**src/rtl/uart_rx_ctrl.sv**
```systemverilog
// -----------------------------------------------------------------------------
// uart_rx_ctrl
//
// Receive controller for the serial packet front end. It sits between the
// start-bit edge detector and the RX data buffer. For each start pulse accepted
// in IDLE it times the bit cells, samples the line mid-cell, shifts in the data
// bits LSB first, checks the optional parity bit and the stop bit(s), and then
// hands the character to the buffer with a one-cycle load pulse.
//
// Parameters:
//   CLKS_PER_BIT  clock cycles per serial bit period (>= 4)
//   DATA_BITS     data bits per character (5..9)
//   PARITY_MODE   0 = none, 1 = even, 2 = odd
//   STOP_BITS     stop bits per character (1 or 2)
//
// Ports:
//   clk                 system clock
//   n_rst               asynchronous active-low reset
//   start_bit_detected  one-cycle pulse from the edge detector, honoured in IDLE only
//   serial_in           synchronised serial line, idle level 1
//   rx_data             last received character, held until the next load
//   load_buffer         one-cycle pulse, rx_data valid for the buffer
//   busy                high in every state except IDLE
//   framing_error       sticky, set when any stop sample is 0
//   parity_error        sticky, set on parity mismatch
//   bit_index           index of the current data bit, 0 outside DATA
//
// Build option:
//   RX_ERR_DISCARD_EN   when defined, a frame that ends with either error flag
//                       set does not pulse load_buffer and leaves rx_data
//                       unchanged; the LOAD cycle and the flags are unaffected.
// -----------------------------------------------------------------------------
module uart_rx_ctrl #(
    parameter int CLKS_PER_BIT = 10,
    parameter int DATA_BITS    = 8,
    parameter int PARITY_MODE  = 0,
    parameter int STOP_BITS    = 1
) (
    input  logic                 clk,
    input  logic                 n_rst,
    input  logic                 start_bit_detected,
    input  logic                 serial_in,
    output logic [DATA_BITS-1:0] rx_data,
    output logic                 load_buffer,
    output logic                 busy,
    output logic                 framing_error,
    output logic                 parity_error,
    output logic [3:0]           bit_index
);

    localparam int              HALF     = CLKS_PER_BIT / 2;
    localparam int              CNT_W    = $clog2(CLKS_PER_BIT);
    localparam logic [CNT_W-1:0] CNT_HALF = CNT_W'(HALF - 1);
    localparam logic [CNT_W-1:0] CNT_FULL = CNT_W'(CLKS_PER_BIT - 1);
    localparam logic [3:0]      LAST_BIT = 4'(DATA_BITS - 1);
    localparam logic            LAST_STOP = 1'(STOP_BITS - 1);

    typedef enum logic [2:0] {
        S_IDLE,
        S_START,
        S_DATA,
        S_PARITY,
        S_STOP,
        S_LOAD
    } state_t;

    state_t               state;
    state_t               next_state;
    logic [CNT_W-1:0]     cnt;
    logic [DATA_BITS-1:0] shift_reg;
    logic                 stop_cnt;
    logic                 sample;
    logic                 par_x;
    logic                 parity_bad;
    logic                 stop_bad;
    logic                 accept_start;
    logic                 enter_load;
    logic                 do_load;

    // The line is sampled when the bit timer has run down.
    assign sample       = (cnt == '0);
    assign accept_start = (state == S_IDLE) && start_bit_detected;
    assign stop_bad     = (state == S_STOP) && sample && !serial_in;
    assign enter_load   = (state == S_STOP) && (next_state == S_LOAD);

    // XOR over the received data bits and the parity sample: even parity
    // expects 0, odd parity expects 1.
    assign par_x = (^shift_reg) ^ serial_in;

    always_comb begin
        parity_bad = 1'b0;
        if (PARITY_MODE == 1) begin
            parity_bad = par_x;
        end else if (PARITY_MODE == 2) begin
            parity_bad = ~par_x;
        end
    end

`ifdef RX_ERR_DISCARD_EN
    // Include the error seen at the final stop sample, which is only
    // registered on the same edge that enters LOAD.
    assign do_load = enter_load & ~(framing_error | parity_error | stop_bad);
`else
    assign do_load = enter_load;
`endif

    // State register
    always_ff @(posedge clk or negedge n_rst) begin
        if (!n_rst) begin
            state <= S_IDLE;
        end else begin
            state <= next_state;
        end
    end

    // Next-state and decoded outputs
    always_comb begin
        next_state = state;
        busy       = (state != S_IDLE);
        case (state)
            S_IDLE: begin
                if (start_bit_detected) begin
                    next_state = S_START;
                end
            end
            S_START: begin
                // A line back at 1 by mid start bit was a glitch.
                if (sample) begin
                    next_state = serial_in ? S_IDLE : S_DATA;
                end
            end
            S_DATA: begin
                if (sample && (bit_index == LAST_BIT)) begin
                    next_state = (PARITY_MODE != 0) ? S_PARITY : S_STOP;
                end
            end
            S_PARITY: begin
                if (sample) begin
                    next_state = S_STOP;
                end
            end
            S_STOP: begin
                if (sample && (stop_cnt == LAST_STOP)) begin
                    next_state = S_LOAD;
                end
            end
            S_LOAD: begin
                next_state = S_IDLE;
            end
            default: begin
                next_state = S_IDLE;
            end
        endcase
    end

    // Bit timer, shift register, counters, flags and buffer interface
    always_ff @(posedge clk or negedge n_rst) begin
        if (!n_rst) begin
            cnt           <= '0;
            shift_reg     <= '0;
            stop_cnt      <= 1'b0;
            bit_index     <= 4'd0;
            rx_data       <= '0;
            load_buffer   <= 1'b0;
            framing_error <= 1'b0;
            parity_error  <= 1'b0;
        end else begin
            load_buffer <= do_load;

            case (state)
                S_IDLE: begin
                    if (start_bit_detected) begin
                        cnt <= CNT_HALF;
                    end
                end
                S_START, S_DATA, S_PARITY, S_STOP: begin
                    cnt <= sample ? CNT_FULL : cnt - 1'b1;
                end
                default: begin
                end
            endcase

            if (accept_start) begin
                shift_reg     <= '0;
                framing_error <= 1'b0;
                parity_error  <= 1'b0;
            end

            if ((state == S_DATA) && sample) begin
                shift_reg <= {serial_in, shift_reg[DATA_BITS-1:1]};
                bit_index <= (bit_index == LAST_BIT) ? 4'd0 : bit_index + 4'd1;
            end

            if ((state == S_PARITY) && sample && parity_bad) begin
                parity_error <= 1'b1;
            end

            if ((state == S_STOP) && sample) begin
                stop_cnt <= enter_load ? 1'b0 : ~stop_cnt;
            end

            if (stop_bad) begin
                framing_error <= 1'b1;
            end

            if (do_load) begin
                rx_data <= shift_reg;
            end
        end
    end

endmodule

```
**config.mk**
```make
export PLATFORM = sky130hd
export DESIGN_NAME = uart_rx_ctrl
export DESIGN_NICKNAME = d
export VERILOG_FILES = /design/src/rtl/uart_rx_ctrl.sv
export SDC_FILE = /design/constraint.sdc
export NUM_CORES = 1
export LEC_CHECK = 0
export ABC_AREA = 1
export CORE_ASPECT_RATIO = 2
export CORE_MARGIN = 1.5
export CORE_UTILIZATION = 49
export CTS_CLUSTER_DIAMETER = 40
export CTS_CLUSTER_SIZE = 16
export DETAILED_ROUTE_END_ITERATION = 8
export GPL_TIMING_DRIVEN = 1
export PLACE_DENSITY_LB_ADDON = 0.15
export RECOVER_POWER = 100
export SETUP_SLACK_MARGIN = 0.15
export SYNTH_ARGS = -nofsm -noshare
export SYNTH_HDL_FRONTEND = slang
export SYNTH_SLANG_ARGS = --single-unit
```
**constraint.sdc**
```tcl
create_clock -name clk -period 1.6 [get_ports clk]
set_input_delay 0.32 -clock clk [delete_from_list [all_inputs] [get_ports clk]]
set_output_delay 0.32 -clock clk [all_outputs]
set_load 0.02 [all_outputs]
```
## Word level (Yosys, flattened, before mapping)

Index checks and enable logic that the tools add are counted.

- Input port bits: 4
- Logic and storage cells: 50
- Register bits after elaboration: 30
- Output and inout bits: 16

- Reductions and logical operators: 16
- Bitwise operators: 1
- Add/sub/neg operators: 2
- Muxes and demuxes: 16
- Eq/ne operators: 7

Operator list:

| operator | number |
|---|---|
| 8-bit 2-to-1 mux | 2 |
| 3-bit 2-to-1 mux | 5 |
| 3-bit one-hot mux with 5 select lines | 1 |
| 4-bit 2-to-1 mux | 3 |
| 4-bit one-hot mux with 2 select lines | 1 |
| 1-bit logical AND | 7 |
| 3-bit by 2-bit == test with 1-bit output, second input constant | 2 |
| 3-bit == test, second input constant | 2 |
| 2-bit nonzero test | 3 |
| 4-bit by 1-bit adder with 4-bit output, second input constant | 1 |
| 4-bit by 3-bit == test with 1-bit output, second input constant | 1 |
| 4-bit zero test | 1 |
| 4-bit OR reduction | 1 |
| 4-bit by 1-bit subtractor with 4-bit output, second input constant | 1 |
| 3-bit by 1-bit == test with 1-bit output, second input constant | 1 |
| 3-bit zero test | 1 |
| 1-bit 2-to-1 mux | 3 |
| 3-bit nonzero test | 1 |
| 2-bit 2-to-1 mux | 1 |
| 2-bit != test, second input constant | 1 |
| 2-bit AND reduction | 1 |
| 1-bit zero test | 1 |
| 1-bit NOT | 1 |

## Depth between registers and ports, before layout

Gate-level depths: netlist of run 1.

- Depth after elaboration: 7
- Gate-level depth with buffers: 8
- Gate-level depth less buffers: 8

## Worst setup path after synthesis of run 1

Ideal clock, no wire load.

- Path kind: reg2reg
- From: reg cnt[0]
- To: reg shift_reg[0]
- Required time: 1.482 ns
- Stages on the path, launching flop included: 9
- Clock period less this slack: 1.368 ns
- Path slack: 0.232 ns
- Data arrival time: 1.249 ns
- Path buffers: 1
- Library setup time: 0.118 ns
- Cells stage by stage: dfrtp_1 inv_1 ha_1 nand3_4 inv_1 nand2_2 buf_6 nand3_1 nand2_1

- Longest elaborated chain between the ends: 3
- Elaborated cells on any way between the ends: 4
- Those cells by class: 1 x mux; 3 x reduce/logical

RTL lines:

| what | RTL line | source |
|---|---|---|
| from (decl) | 69 | `logic [CNT_W-1:0] cnt;` |
| from (signal assigned) | 177 | `cnt <= sample ? CNT_FULL : cnt - 1'b1;` |
| 4-bit zero test * | 81 | `assign sample = (cnt == '0);` |
| 1-bit logical AND * | 189 | `if ((state == S_DATA) && sample) begin` |
| 8-bit 2-to-1 mux / 2-bit nonzero test (equally long branches) | -- |  |
| to (signal assigned) | 190 | `shift_reg <= {serial_in, shift_reg[DATA_BITS-1:1]};` |
| to (decl) | 70 | `logic [DATA_BITS-1:0] shift_reg;` |

Every way passes the cells marked *; elsewhere a longest branch is shown, timed or not.
A chain may end at the register's enable or synchronous reset.

## Worst setup path after layout of run 1

- From: reg bit_index[1]
- To: out bit_index[1]

RTL lines:

| what | RTL line | source |
|---|---|---|
| from (decl) | 48 | `output logic [3:0] bit_index` |
| from (signal assigned) | 191 | `bit_index <= (bit_index == LAST_BIT) ? 4'd0 : bit_index + 4'd1;` |

No word-level cell between the ends.

==> metrics.txt, run 1 <==
vias in the first global route 1200; CP Data Arrival Time 1060 ps; Worst Hold Class reg2reg; Post-DRT Antenna Nets 0; MaxCap Viol Count 0; worst stage delay on the critical path 420 ps; Core ar. 2770 um^2; number of warning messages in the yosys log 0; CP Launch Type flop; initial antenna violation count 0; layout cells sized above 1 between 10% and 20%; Fillers 254; Clock Skews 5.00 ps; Initial DRC Count 38; GP Congestion between 0.7 and 0.8; CP Cell Sequence dlygate4sd2_1; WL per Instance 12.9 um; Area growth syn-to-layout 22.7%; Switching Share approximately two fifths; Yosys top cell by area dfrtp_1; Post-route DRC 0; Sequential Power Share 40.6%; portion of total power attributed to the clock network 22.0%; post-DP HPWL ~2200 um; setup TNS 0 ps; final hold violation count 0; VDD IR max 0.00108 V; CTS hold repair buffers 0; number of nets in the layout roughly 210; met3 Usage GRT 4.52%; Top delay family on crit path flip-flops; hold slack 466 ps; Worst setup EP type output pin; vias after detailed routing approximately 1200; leakage power 0.938 nW; Post-Syn Instances 169; H-tree lvl count 2; I/O pin total 20; Psw 0.00111 W; vias per cell 5.23; Synth Cell Area 1450 um^2; clk sinks 30; PortBufs 18; Pwr per Cell Area 1580 nW/um^2; EDFF count, synth 0; dominant cells by area after synthesis dfrtp_1, nand2_1, nand3_1; worst path required time approximately 1300 ps; # rows 27; f_max a little over 700 MHz; Clock Tree Root clkbuf_8; final setup vio count 0; top cell type's share of synthesized area 51.9%; slowest stage cell, crit path dfrtp_1; Max clock buf depth 2; Synth async-reset ratio 100%; max-slew violations 0; average cell area after synthesis ~8.6 um^2; largest net degree at the start of global routing 31; Yosys cell types 22; Slew @ Worst Pin ~720 ps; register area share after synthesis between 50 and 60%; worst-skew pair later-pin latency 280 ps; Final Cycle Share a little under nine tenths; RSZ-0062 raised after global routing no; n_diodes 0; Pint 0.00170 W; critical path fanouts, max 5; Syn Nets 176; Crit Path Class reg2out; status finished, final reports clean; global-route wire length before repair 5370 um; Initial Util 52.3%; die width between 40 and 50 um; CTS Buf Count 5; Comb pwr share 37.4%; grt ovf 0; iteration count of the initial detailed-routing pass 4; met2 GRT Util 39.1%; die area roughly 3300 um^2; Slew Limit Headroom 52.3%; clock tree from TritonCTS yes; Die Span Y 79.9 um; Top Usage Layer GRT met2; Buf/Inv on CP 1; aggregate global-route resource usage 21.0%; global routing usage on met1 22.3%; post-layout min period 1380 ps; Routed Wire Length about 3000 um; synthesized flop and latch total 30; clock transition at the registers of the reported paths 60 ps; ys flop type dfrtp_1
==> layout by cell type, fill, tap and decap left out <==
| cell type | Yosys | layout |
|---|---|---|
| dfrtp_2 | 0 | 1 |
| buf_4 | 2 | 7 |
| inv_2 | 4 | 5 |
| nand2_1 | 62 | 62 |
| nand3_2 | 2 | 1 |
| nand4_1 | 2 | 2 |
| dlygate4sd3_1 | 0 | 1 |
| o21ai_2 | 2 | 2 |
| nand3_1 | 27 | 28 |
| nand3_4 | 1 | 1 |
| inv_4 | 0 | 1 |
| clkbuf_1 | 0 | 3 |
| conb_1 | 1 | 1 |
| clkinv_2 | 0 | 1 |
| ha_1 | 3 | 2 |
| dfrtp_1 | 30 | 29 |
| dlygate4sd2_1 | 0 | 14 |
| ha_4 | 0 | 1 |
| clkdlybuf4s50_1 | 0 | 2 |
| clkbuf_8 | 0 | 6 |
| nor2_1 | 5 | 5 |
| inv_1 | 11 | 9 |
| nand2_4 | 1 | 3 |
| clkbuf_2 | 0 | 1 |
| o21ai_0 | 4 | 4 |
| a21oi_1 | 1 | 1 |
| clkinv_1 | 1 | 1 |
| nor2_4 | 3 | 3 |
| nand3b_1 | 2 | 2 |
| or2_2 | 1 | 1 |
==> stage by stage <==
step	power (W)	std cells	setup WS, ps	utilization, %	area, um^2
finish	0.00281	229	223	64.1	1780
global placement	0.00216	218	126	60.3	1670
global route	0.00303	229	109	64.1	1780
floorplan	0.00188	169	232	-	1450
CTS	0.00282	228	90.6	63.8	1770
detailed placement	0.00220	218	37.0	60.3	1670
==> final timing paths <==
path / start / cells after the start / slack (ps) / to
max: bit_index[1] / 1 / 220 / bit_index[1]
min: rx_data[3] / 2 / 470 / rx_data[3]
max reg2reg: state[1] / 6 / 220 / shift_reg[0]
min reg2reg: rx_data[3] / 2 / 470 / rx_data[3]
max in group asynchronous: n_rst / 2 / 490 / state[2]
min in group asynchronous: n_rst / 2 / 620 / state[2]
==> kinds of logic after synthesis <==
| logic type | synth area share [%] |
|---|---|
| simple gates | 35.6 |
| flops | 51.9 |
| buf+inv | 6.74 |
| compound gates | 2.94 |
| fa+ha+maj | 2.59 |
| other cells | 0.259 |
==> area by class of cell <==
cell class | instances | area [um^2] | area share (%)
sequential | 30 | 752 | 42.3
timing repair buffer | 27 | 218 | 12.3
inverter | 16 | 62.6 | 3.52
clock buffer | 7 | 86.3 | 4.86
tap | 29 | 36.3 | 2.04
multi-input combinational | 119 | 617 | 34.7
clock inverter | 1 | 5.00 | 0.282
==> per-layer routing <==
layer | wire length, um | vias up
met1 | 1070 | 570
met3 | 84 | 9
met4 | 92 | 0
li1 | - | 594
met5 | 0 | -
met2 | 1710 | 24
==> Yosys cell counts (2+ instances only) <==
cell type  number
o21ai_0         4
nor2_4          3
o21ai_2         2
nand3b_1        2
inv_1          11
buf_4           2
buf_6           2
nand2_2         2
nand2_1        62
nand4_1         2
nand3_1        27
inv_2           4
nor2_1          5
nand3_2         2
ha_1            3
dfrtp_1        30
==> worst register-to-register path, delay by kind of cell, from the launching register on <==
kind | cells | cell delay (ps)
buffers and inverters | 2 | 380
DFF | 1 | 400
and+or+nand+nor | 4 | 480
==> power by group through the flow <==
stage                     Sequential, W  Combinational (W)  Clock (W)
after floorplan                 0.00118           0.000702          0
after global placement          0.00114            0.00102          0
after detailed placement        0.00115            0.00105          0
after CTS                       0.00114            0.00105   0.000631
after global routing            0.00117            0.00121   0.000653
final                           0.00114            0.00105   0.000618
==> repair_timing <==
| item | CTS | global route |
|---|---|---|
| endpoints found under the setup margin | 29 | 22 |
| buffers inserted | 2 | 1 |
| resized for setup | 19 | 7 |
| pin swaps | 1 | 1 |
| gates cloned | 0 | 0 |
Note: power is estimated with default switching activity, not from simulation.
==> run 2: changes to the inputs <==
- CORE_UTILIZATION: 49 -> 53
- GPL_TIMING_DRIVEN: 1 -> 0
==> run 2 against run 1 <==
  * Flip-flop and latch count stayed put
  * Hold slack lost 370 ps
  * Sequential share of layout area is 0.44 points lower
  * Die area decreased by 7.1%
  * Clock-buffer cell count rose by 1
  * Register-to-register slack lost 40 ps
  * Routed wire length grew 3.6%
  * Non-clock buffer count unchanged
  * Fmax is 4.3% lower
  * Clock power up 15%
  * Utilization up 5.7 points
  * Via count decreased by 0.25%
  * Highest routed layer unchanged
==> metrics.txt, run 2 (synthesis gave the netlist of run 1 again) <==
status finished, final reports clean; slowest stage cell, crit path dfrtp_1; Routed Wire Length 3070 um (+3.6%); Comb pwr share 36.1% (-1.3 points); aggregate global-route resource usage 23.5% (+2.5 points); Top Usage Layer GRT met2; crit path from state[1]; Crit Path Class reg2out; Final WS setup 160 ps (-62.5 ps); CTS hold repair buffers 0 (unchanged); CP Launch Type flop; reg2reg setup slack 180 ps (-40 ps); commonest non-fill, non-tap cells in the layout nand2_1, dfrtp_1, nand3_1; Psw 0.00112 W (+0.99%); final setup vio count 0 (unchanged); global-route wire length before repair 5110 um (-4.9%); CP Cell Sequence nor2_4 -> nand2_1 -> buf_2; global routing usage on met1 23.8% (+1.5 points); Die Span Y 76.9 um (-3.7%); worst path required time 1280 ps (about the same); clk sinks 30 (unchanged); Clock Skews 4.85 ps (-0.153 ps); WL per Instance 13.5 um (+4.1%); Pwr per Cell Area 1630 nW/um^2 (+3.1%); Final Cycle Share 90.0% (+3.9 points); worst r2r path cells 8 (+2); number of nets in the layout 206 (unchanged); RSZ-0062 raised after global routing no; Post-DRT Antenna Nets 0 (unchanged); Core ar. 2570 um^2 (-7.2%); Slew Limit Headroom 49.6% (-2.8 points); # rows 26 (-3.7%); Switching Share 38.2% (-1.2 points); n_diodes 0 (unchanged); RR Startpoint cnt[0]; Slew @ Worst Pin 757 ps (+41.5 ps); worst-skew pair later-pin latency 280 ps (about the same); Area growth syn-to-layout 24.0%; Pint 0.00181 W (+6.2%); clock tree from TritonCTS yes; CP Data Arrival Time 1120 ps (+60 ps); Clock Tree Root clkbuf_8; Post-route DRC 0 (unchanged); Buf/Inv on CP 1 (unchanged); portion of total power attributed to the clock network 24.2% (+2.2 points); largest net degree at the start of global routing 31 (unchanged); met2 GRT Util 41.8% (+2.7 points); H-tree lvl count 2 (unchanged); worst stage delay on the critical path 470 ps (+50 ps); vias in the first global route 1178 (-1.8%); leakage power 0.953 nW (+1.6%); die width 40.0 um (-3.6%); f_max 695 MHz (-4.3%); met3 Usage GRT 5.49% (+0.97 points); Fillers 221 (-13%); Initial Util 56.3% (+4.1 points); vias after detailed routing 1194 (-0.25%); layout cells sized above 1 19.5% (+2.5 points); post-DP HPWL 2210 um (+0.50%); Sequential Power Share 39.6% (-1.0 points); vias per cell 5.24 (+0.19%); Worst setup EP type output pin; critical path fanouts, max 6 (+1); Top delay family on crit path flip-flops; max-slew violations 0 (unchanged); Initial DRC Count 20 (-47%); Max clock buf depth 2 (unchanged); MaxCap Viol Count 0 (unchanged); GP Congestion 0.733 (-7.6%); Cell Area, Placed 1660 um^2 (-0.52%); PortBufs 18 (unchanged); Final Instance Area 1800 um^2 (+1.1%); VDD IR max 0.00112 V (+4.0%); Worst Hold Class in2async; Place WS -298 ps (-335 ps); clock transition at the registers of the reported paths 60 ps (about the same); initial antenna violation count 0 (unchanged); I/O pin total 20 (unchanged); CTS Buf Count 5 (unchanged); final hold violation count 0 (unchanged); iteration count of the initial detailed-routing pass 4 (unchanged); post-layout min period 1440 ps (+62.5 ps); capturing point of the worst reg2reg path shift_reg[2]; commonest non-fill, non-tap cell in the layout nand2_1; die area 3070 um^2 (-7.1%); grt ovf 0 (unchanged)
## run 2: through the flow
stage | utilization [%] | std cells | hold slack (ps) | setup TNS [ps] | power (W)
final | 69.9 | 228 | 96.1 | 0 | 0.00293
after global placement | 64.7 | 215 | 458 | -7930 | 0.00214
after floorplan | - | 169 | 24.4 | 0 | 0.00188
after detailed placement | 64.7 | 215 | 466 | -8890 | 0.00220
after CTS | 68.5 | 223 | 477 | 0 | 0.00290
after global routing | 69.9 | 228 | 151 | 0 | 0.00316
## run 2: power groups by stage
stage	clock [W]	combinational (W)	sequential, W
floorplan	0	0.000702	0.00118
global placement	0	0.000991	0.00115
detailed placement	0	0.00103	0.00117
CTS	0.000728	0.00101	0.00116
global route	0.000762	0.00121	0.00118
finish	0.000709	0.00106	0.00116
## run 2: metal layers
layer,up-vias,part of all wire (%)
met5,-,0
met4,0,1.4
met3,4,1.9
met2,13,60
met1,583,36
li1,594,-
## run 2: timing repair
item                                    4_1_cts  5_1_grt
endpoints found under the setup margin       57       21
setup buffers                                 0        5
gates resized for setup                      25        4
pin swaps                                     1        1
## run 2: cell type report
class | count | area (um^2) | share of cell area (%)
flip-flops and latches | 30 | 752 | 41.9
multi-input cells | 119 | 604 | 33.7
repair buffers | 23 | 190 | 10.6
clock buffers | 8 | 110 | 6.13
inverters | 16 | 62.6 | 3.48
plain buffers | 4 | 41.3 | 2.30
well taps | 28 | 35.0 | 1.95
## run 2: worst register-to-register path, stage by stage, from the launching register on
cell and delay, ps:
dfrtp_1 390, inv_2 90, ha_1 210, nand3_4 160, inv_4 100, nand2_2 80
buf_6 150, nand3_1 60, nand2_1 60
## run 2: how the worst max path moves through the flow
stage | endpoint | slack (ps) | cells after the start
finish | busy | 160 | 3
global route | shift_reg[2] | 80 | 8
CTS | busy | 140 | 3
detailed placement | rx_data[4] | -300 | 1
global placement | rx_data[3] | -270 | 1
floorplan | shift_reg[0] | 230 | 8
==> run 3: changes to the inputs <==
--- a/config.mk
+++ b/config.mk
@@ -15,2 +15,3 @@
 export GPL_TIMING_DRIVEN = 0
+export MAX_ROUTING_LAYER = met4
 export PLACE_DENSITY_LB_ADDON = 0.15
==> constraint.sdc (replaced) <==
create_clock -name clk -period 1.6 [get_ports clk]
set_input_delay 0.24 -clock clk [delete_from_list [all_inputs] [get_ports clk]]
set_output_delay 0.24 -clock clk [all_outputs]
set_load 0.02 [all_outputs]
==> run 3 against run 2 <==
  * Clock-buffer cell count stayed put
  * Clock power barely moved
  * Register-to-register slack is essentially flat
  * Cell area is 1.0% higher
  * Sequential share of layout area shrank 0.36 points
  * Cell count is 0.88% higher
  * Sequential power is essentially flat
==> metrics.txt, run 3 (synthesis gave the netlist of run 1 again) <==
status finished, final reports clean; MaxCap Viol Count 0 (unchanged); worst path required time 1360 ps (+80 ps); grt ovf 0 (unchanged); final setup vio count 0 (unchanged); aggregate global-route resource usage 24.1% (+0.64 points); Final Instance Area 1810 um^2 (+1.0%); Routed Wire Length 3120 um (+1.7%); Die Span Y 76.9 um (unchanged); commonest non-fill, non-tap cells in the layout nand2_1, dfrtp_1, nand3_1; RR Startpoint cnt[0]; initial antenna violation count 0 (unchanged); Place WS -218 ps (+80.0 ps); # rows 26 (unchanged); Slew Limit Headroom 49.7% (+0.19 points); clk sinks 30 (unchanged); clock tree from TritonCTS yes; hold slack 13.6 ps (-82.5 ps); worst-skew pair later-pin latency 280 ps (about the same); CTS Buf Count 5 (unchanged); Post-route DRC 0 (unchanged); leakage power 0.959 nW (+0.67%); GP Congestion 0.742 (+1.2%); VDD IR max 0.00112 V (-0.16%); crit path from state[1]; Cell Area, Placed 1660 um^2 (unchanged); I/O pin total 20 (unchanged); critical path fanouts, max 4 (-2); global-route wire length before repair 5130 um (+0.39%); CP Launch Type flop; largest net degree at the start of global routing 31 (unchanged); number of nets in the layout 208 (+0.97%); Crit Path Class reg2out; layout cells sized above 1 20.3% (+0.80 points); Pwr per Cell Area 1630 nW/um^2 (+0.23%); Core ar. 2570 um^2 (unchanged); post-DP HPWL 2210 um (unchanged); post-layout min period 1480 ps (+45.0 ps); vias per cell 5.20 (-0.79%); Final Cycle Share 92.8% (+2.8 points); die width 40.0 um (unchanged); Worst setup EP type output pin; H-tree lvl count 2 (unchanged); clock transition at the registers of the reported paths 70 ps (about the same); Post-DRT Antenna Nets 0 (unchanged); RSZ-0062 raised after global routing no; max-slew violations 0 (unchanged); Area growth syn-to-layout 25.3%; final hold violation count 0 (unchanged); Initial DRC Count 18 (-10%); iteration count of the initial detailed-routing pass 3 (-1); die area 3070 um^2 (unchanged); PortBufs 18 (unchanged); vias in the first global route 1183 (+0.42%); Max clock buf depth 2 (unchanged); n_diodes 0 (unchanged); Util after Layout 70.6% (+0.73 points); f_max 673 MHz (-3.0%); commonest non-fill, non-tap cell in the layout nand2_1; Clock Tree Root clkbuf_8; WL per Instance 13.6 um (+0.81%); Initial Util 56.3% (unchanged); vias after detailed routing 1195 (+0.084%); CP Data Arrival Time 1240 ps (+120 ps); Final WS setup 115 ps (-45.0 ps); Worst Hold Class in2async; Slew @ Worst Pin 754 ps (-2.90 ps); Clock Skews 5.94 ps (+1.09 ps)
run 3: cell count changes in the layout (fill, tap and decap cells not counted), sizes merged:
| cell | delta |
|---|---|
| dlygate4sd2 | -1 |
| clkdlybuf4s25 | +1 |
| buf | +1 |
| clkbuf | +1 |
run 3: worst paths after layout:
path                                     end  slack (ps)  depth (start not counted)
worst max register to register  shift_reg[1]         170                          8
min in group clk                  rx_data[3]         470                          2
worst min-delay path                  cnt[0]          10                          1
max in group asynchronous           state[1]        1060                          1
worst max-delay path                    busy         120                          3
worst min register to register    rx_data[3]         470                          2
run 3: layout make-up:
class | instances | area (um^2)
Buffer | 4 | 41.3
Multi-Input combinational cell | 119 | 604
Tap cell | 28 | 35.0
Fill cell | 213 | 756
Inverter | 16 | 65.1
Sequential cell | 30 | 753
Clock buffer | 8 | 110
Timing Repair Buffer | 25 | 205
run 3: per-stage QoR:
stage / total power (W) / setup TNS (ps) / cells
2_1_floorplan: 0.00188 / 0 / 169
3_3_place_gp: 0.00214 / -5530 / 215
3_5_place_dp: 0.00220 / -6490 / 215
4_1_cts: 0.00290 / 0 / 223
5_1_grt: 0.00319 / 0 / 230
6_report: 0.00296 / 0 / 230
run 3: metal layers:
metal | vias to the layer above | track usage (%) | wire (um)
met3 | 6 | 5.49 | 59
met2 | 13 | 41.6 | 1870
met5 | - | - | 0
met1 | 578 | 24.2 | 1140
met4 | 0 | 8.97 | 55
li1 | 598 | - | -
run 3: what timing repair did:
action / CTS / global route
pin swaps: 0 / 1
endpoints found under the setup margin: 56 / 22
buffers inserted: 0 / 7
hold buffers: 0 / 0
resized for setup: 20 / 8
run 3: critical path, stage by stage, from the launching register on:
cell and delay (ps):
dfrtp_2 450, nor2_4 110, nand2_1 60, clkdlybuf4s25_1 340
run 3: power by group:
part / internal [W] / switching, W / leakage, nW / total (W)
Clock: 0.000434 / 0.000278 / 0.0575 / 0.000711
Combinational: 0.000429 / 0.000667 / 0.539 / 0.00110
Sequential: 0.000971 / 0.000186 / 0.363 / 0.00116
Total: 0.00183 / 0.00113 / 0.959 / 0.00296
